## src/rtl/hazard_pkg.sv

```systemverilog
// Shared types and constants for the pipeline hazard controller.
package hazard_pkg;

  typedef struct packed {
    logic       valid;
    logic [3:0] wa3;
    logic       regWrite;
    logic       memToReg;
    logic       pcSrc;
  } hz_entry_t;

  localparam logic [1:0] FWD_RF = 2'b00;
  localparam logic [1:0] FWD_W  = 2'b01;
  localparam logic [1:0] FWD_M  = 2'b10;

  // M outranks W; the PC register is never taken from a bypass path.
  function automatic logic [1:0] fwdSel(input hz_entry_t m, input hz_entry_t w,
                                        input logic [3:0] ra, input logic [3:0] pcIdx);
    if (ra == pcIdx) return FWD_RF;
    if (m.valid && m.regWrite && (m.wa3 == ra)) return FWD_M;
    if (w.valid && w.regWrite && (w.wa3 == ra)) return FWD_W;
    return FWD_RF;
  endfunction

endpackage

```

## src/rtl/hazard_shadow_pipe.sv

```systemverilog
// Shadow copy of per-instruction metadata for the E, M and W stages.
module hazard_shadow_pipe
  import hazard_pkg::*;
(
  input  logic       Clk,
  input  logic       Rst,
  input  logic       hold,
  input  logic       bubble,
  input  hz_entry_t  dEntry,
  input  logic [3:0] dRa1,
  input  logic [3:0] dRa2,
  output hz_entry_t  eEntry,
  output hz_entry_t  mEntry,
  output hz_entry_t  wEntry,
  output logic [3:0] eRa1,
  output logic [3:0] eRa2
);

  always_ff @(posedge Clk or posedge Rst) begin
    if (Rst) begin
      eEntry <= '0;
      mEntry <= '0;
      wEntry <= '0;
      eRa1   <= '0;
      eRa2   <= '0;
    end else if (!hold) begin
      wEntry <= mEntry;
      mEntry <= eEntry;
      if (bubble) begin
        eEntry <= '0;
        eRa1   <= '0;
        eRa2   <= '0;
      end else begin
        eEntry <= dEntry;
        eRa1   <= dRa1;
        eRa2   <= dRa2;
      end
    end
  end

endmodule

```

## src/rtl/hazard_control.sv

```systemverilog
// Stall, flush and forwarding control for the 5-stage pipeline, plus a
// saturating count of fetch-stall cycles.
module hazard_control
  import hazard_pkg::*;
#(
  parameter int CNT_W  = 16,
  parameter int PC_REG = 15
) (
  input  logic             Clk,
  input  logic             Rst,
  input  logic [3:0]       RA1D,
  input  logic [3:0]       RA2D,
  input  logic [3:0]       WA3D,
  input  logic             RegWriteD,
  input  logic             MemToRegD,
  input  logic             PCSrcD,
  input  logic             BranchTakenE,
  input  logic             MemWaitM,
  output logic             StallF,
  output logic             StallD,
  output logic             StallE,
  output logic             StallM,
  output logic             FlushD,
  output logic             FlushE,
  output logic [1:0]       ForwardAE,
  output logic [1:0]       ForwardBE,
  output logic [CNT_W-1:0] StallCount
);

  localparam logic [3:0] PcIdx = 4'(PC_REG);

  hz_entry_t  dEntry, eEntry, mEntry, wEntry;
  logic [3:0] eRa1, eRa2;
  logic       ldrStall, pcPend, pcW;

  assign dEntry = '{valid: 1'b1, wa3: WA3D, regWrite: RegWriteD,
                    memToReg: MemToRegD, pcSrc: PCSrcD};

  hazard_shadow_pipe uShadow (
    .Clk    (Clk),
    .Rst    (Rst),
    .hold   (MemWaitM),
    .bubble (FlushE),
    .dEntry (dEntry),
    .dRa1   (RA1D),
    .dRa2   (RA2D),
    .eEntry (eEntry),
    .mEntry (mEntry),
    .wEntry (wEntry),
    .eRa1   (eRa1),
    .eRa2   (eRa2)
  );

  always_comb begin
    ldrStall = eEntry.valid & eEntry.memToReg & eEntry.regWrite &
               ((eEntry.wa3 == RA1D) | (eEntry.wa3 == RA2D));
    pcPend   = PCSrcD | (eEntry.valid & eEntry.pcSrc) | (mEntry.valid & mEntry.pcSrc);
    pcW      = wEntry.valid & wEntry.pcSrc;

    StallF = 1'b0;
    StallD = 1'b0;
    StallE = 1'b0;
    StallM = 1'b0;
    FlushD = 1'b0;
    FlushE = 1'b0;
    // A memory freeze defers any branch squash until the wait clears.
    if (MemWaitM) begin
      StallF = 1'b1;
      StallD = 1'b1;
      StallE = 1'b1;
      StallM = 1'b1;
    end else if (BranchTakenE) begin
      FlushD = 1'b1;
      FlushE = 1'b1;
    end else begin
      StallF = ldrStall | pcPend;
      StallD = ldrStall;
      FlushD = pcPend | pcW;
      FlushE = ldrStall;
    end

    ForwardAE = fwdSel(mEntry, wEntry, eRa1, PcIdx);
    ForwardBE = fwdSel(mEntry, wEntry, eRa2, PcIdx);
  end

  always_ff @(posedge Clk or posedge Rst) begin
    if (Rst) begin
      StallCount <= '0;
    end else if (StallF && (StallCount != '1)) begin
      StallCount <= StallCount + CNT_W'(1);
    end
  end

endmodule

```

## config.mk

```make
export PLATFORM = sky130hd
export DESIGN_NAME = hazard_control
export DESIGN_NICKNAME = d
export VERILOG_FILES = /design/src/rtl/hazard_pkg.sv /design/src/rtl/hazard_shadow_pipe.sv /design/src/rtl/hazard_control.sv
export SDC_FILE = /design/constraint.sdc
export NUM_CORES = 1
export LEC_CHECK = 0
export CAP_MARGIN = 15
export CORE_MARGIN = 2
export CORE_UTILIZATION = 55
export CTS_CLUSTER_DIAMETER = 60
export CTS_CLUSTER_SIZE = 8
export DETAILED_ROUTE_END_ITERATION = 10
export PLACE_DENSITY = 0.95
export SYNTH_ARGS = -nofsm -noshare
export SYNTH_HDL_FRONTEND = slang
export SYNTH_HIERARCHICAL = 1
export SYNTH_SLANG_ARGS = --single-unit
```

## constraint.sdc

```tcl
create_clock -name Clk -period 3.7 [get_ports Clk]
set_input_delay 0.555 -clock Clk [delete_from_list [all_inputs] [get_ports Clk]]
set_output_delay 0.555 -clock Clk [all_outputs]
set_load 0.02 [all_outputs]
```

==> flow_metrics.py <==
metrics = {
    "timing": {
        "fin_skew_ps": 6.21,
        "fin_ws_ps": 575,
        "fmax_ghz": 0.320,
        "fin_hold_ws_ps": 500,
        "rsz0062_at_grt": "false",
        "hold_viol": 0,
        "finalSetupViolCount": 0,
        "max-slew-margin-rel": 0.576,
        "worst_pin_slew_ps": 636,
        "drv_slew": 0,
        "finalSetupTns_ps": 0,
        "min_period_ps": 3130,
        "period_share": 0.845,
    },
    "floorplan": {
        "die_w_um": 70.5,
        "ios": 45,
        "die_h_um": 70.5,
        "coreArea_mm2": 0.00429,
        "initial_core_util": 0.567,
        "row_count": 24,
        "die-area_mm2": 0.00498,
    },
    "clock_network": {
        "cts_buffers": 5,
        "cts.repair.resized": 0,
        "holdBufCountCts": 0,
        "cts_tree": "built",
        "cts_buffer_depth": 2,
        "numClockSinks": 46,
        "post_cts_buffers": 0,
        "cts_root_buffer": "clkbuf_8",
        "cts_max_level": 2,
        "cts.clk_slew.worst_paths_ps": 80,
        "clk_latency_ps": 300,
    },
    "power_and_ir_drop": {
        "ir_drop_v": 0.000228,
        "p_leak_nw": 1.29,
        "power.share.clock": 0.252,
        "pwr-share-seq": 0.475,
        "power_frac_comb": 0.273,
        "p_switching_mw": 0.440,
        "p_int_mw": 0.985,
        "swShare": 0.309,
        "total_power_mw": 1.43,
        "powerDensity_mw_per_mm2": 474,
    },
    "worst_setup_path": {
        "r2r-start": "StallCount[0]",
        "critPathKind": "in -> out",
        "critPathMaxFanout": 3,
        "worstPathRequired_ps": 3140,
        "critical_path_buf_inv_count": 3,
        "worstReg2RegEnd": "StallCount[1]",
        "end_kind": "output pin",
        "cp_data_arrival_time_ps": 2570,
        "start_kind": "input pin",
        "cp_top_family": "buffers and inverters",
        "reg2reg_setup_slack_ps": 1680,
        "crit_chain": "clkdlybuf4s50_1, xnor2_1, nand4_1, a21oi_1, nor2_1, nor2_1, buf_4, clkdlybuf4s50_1",
        "r2r_cells": 6,
        "max_stage_delay_ps": 600,
        "critical_path.slowest_cell": "clkdlybuf4s50_1",
    },
    "grt": {
        "antenna_found_initial": 0,
        "grt_pass1_vias": 1820,
        "grt_usage": 0.236,
        "grt_pass1_wl_mm": 9.13,
        "grt_max_degree": 31,
        "overflow": 0,
    },
    "routing": {
        "wirelength_mm": 5.51,
        "route.detailed.drc": 0,
        "drtIter0Drc": 252,
        "via_count": 1847,
        "ant_nets": 0,
        "dr.pass1.iters": 5,
        "viasPerCell": 6.04,
        "wire_per_inst_um": 18.0,
    },
    "placed_design": {
        "hpwl_mm": 3.77,
        "gp_routability_congestion": 0.890,
        "io_buffers": 44,
        "dp_slack_ps": 626,
    },
    "job": {
        "max-cap-violations": 0,
    },
    "synthesis": {
        "ys_warn_count": 6,
        "synth.avg_cell_area_um2": 11.6,
        "synthCells": 209,
        "synth.cell_area_mm2": 0.00243,
        "syn_nets": 229,
    },
    "min_path": {
        "min_path_type": "reg -> reg",
        "whs_endpoint": "StallCount[6]",
        "min_from": "StallCount[6]",
        "min_path_cells": 1,
    },
    "layout": {
        "layout_commonest_cell": "dfrtp_1",
        "syn2layout_area_growth_pct": 23.4,
        "finalNetCount": 273,
        "n_antenna_cell": 0,
        "most-common-layout-cells": "dfrtp_1, clkdlybuf4s50_1, xnor2_1",
        "final_layout_size_suffix_gt1_frac": 0.138,
    },
    "status": {
        "status": "finished clean",
    },
}
==> metal layers <==
layer  part of all wire  vias up  global-route usage  wire length (um)
met1               0.43      906               0.314              2360
met5                  0        -                   0                 0
li1                   -      845                   -                 -
met3              0.045       21              0.0499               250
met4              0.035        0               0.109               190
met2               0.49       75               0.375              2710
==> state kept, by name, summed over array words and instances, names as in the netlist <==
name	flops
StallCount	16
uShadow/eEntry	8
uShadow/mEntry	7
uShadow/wEntry	7
uShadow/eRa1	4
uShadow/eRa2	4
==> worst max path at each step <==
stage | endpoint | slack (ps) | cells past startpoint | start
2_1_floorplan | FlushE | 1560 | 5 | RA2D[2]
3_5_place_dp | FlushE | 630 | 8 | RA2D[3]
6_report | FlushE | 570 | 8 | RA1D[1]
4_1_cts | FlushE | 590 | 8 | RA1D[1]
3_3_place_gp | FlushE | 680 | 8 | RA2D[2]
5_1_grt | FlushE | 460 | 8 | RA1D[3]
==> stage by stage <==
stage / area (um2) / cells / util
global route: 3010 / 306 / 0.700
global placement: 2870 / 297 / 0.668
finish: 3010 / 306 / 0.700
floorplan: 2430 / 209 / -
detailed placement: 2870 / 297 / 0.668
CTS: 2980 / 305 / 0.693
==> final cells by class <==
| type | count | area, um2 |
|---|---|---|
| inverters | 4 | 15.0 |
| fillers | 303 | 1290 |
| flip-flops and latches | 46 | 1150 |
| clock buffers | 8 | 110 |
| repair buffers | 49 | 493 |
| well taps | 52 | 65.1 |
| multi-input cells | 147 | 1170 |
==> power groups by stage <==
stage	registers [mW]	logic, mW	clock network, mW
after floorplan	0.705	0.209	0
after global placement	0.681	0.367	0
after detailed placement	0.685	0.383	0
after CTS	0.675	0.388	0.362
after global routing	0.690	0.417	0.378
final	0.677	0.390	0.359
Note: power is estimated with default switching activity, not from simulation.
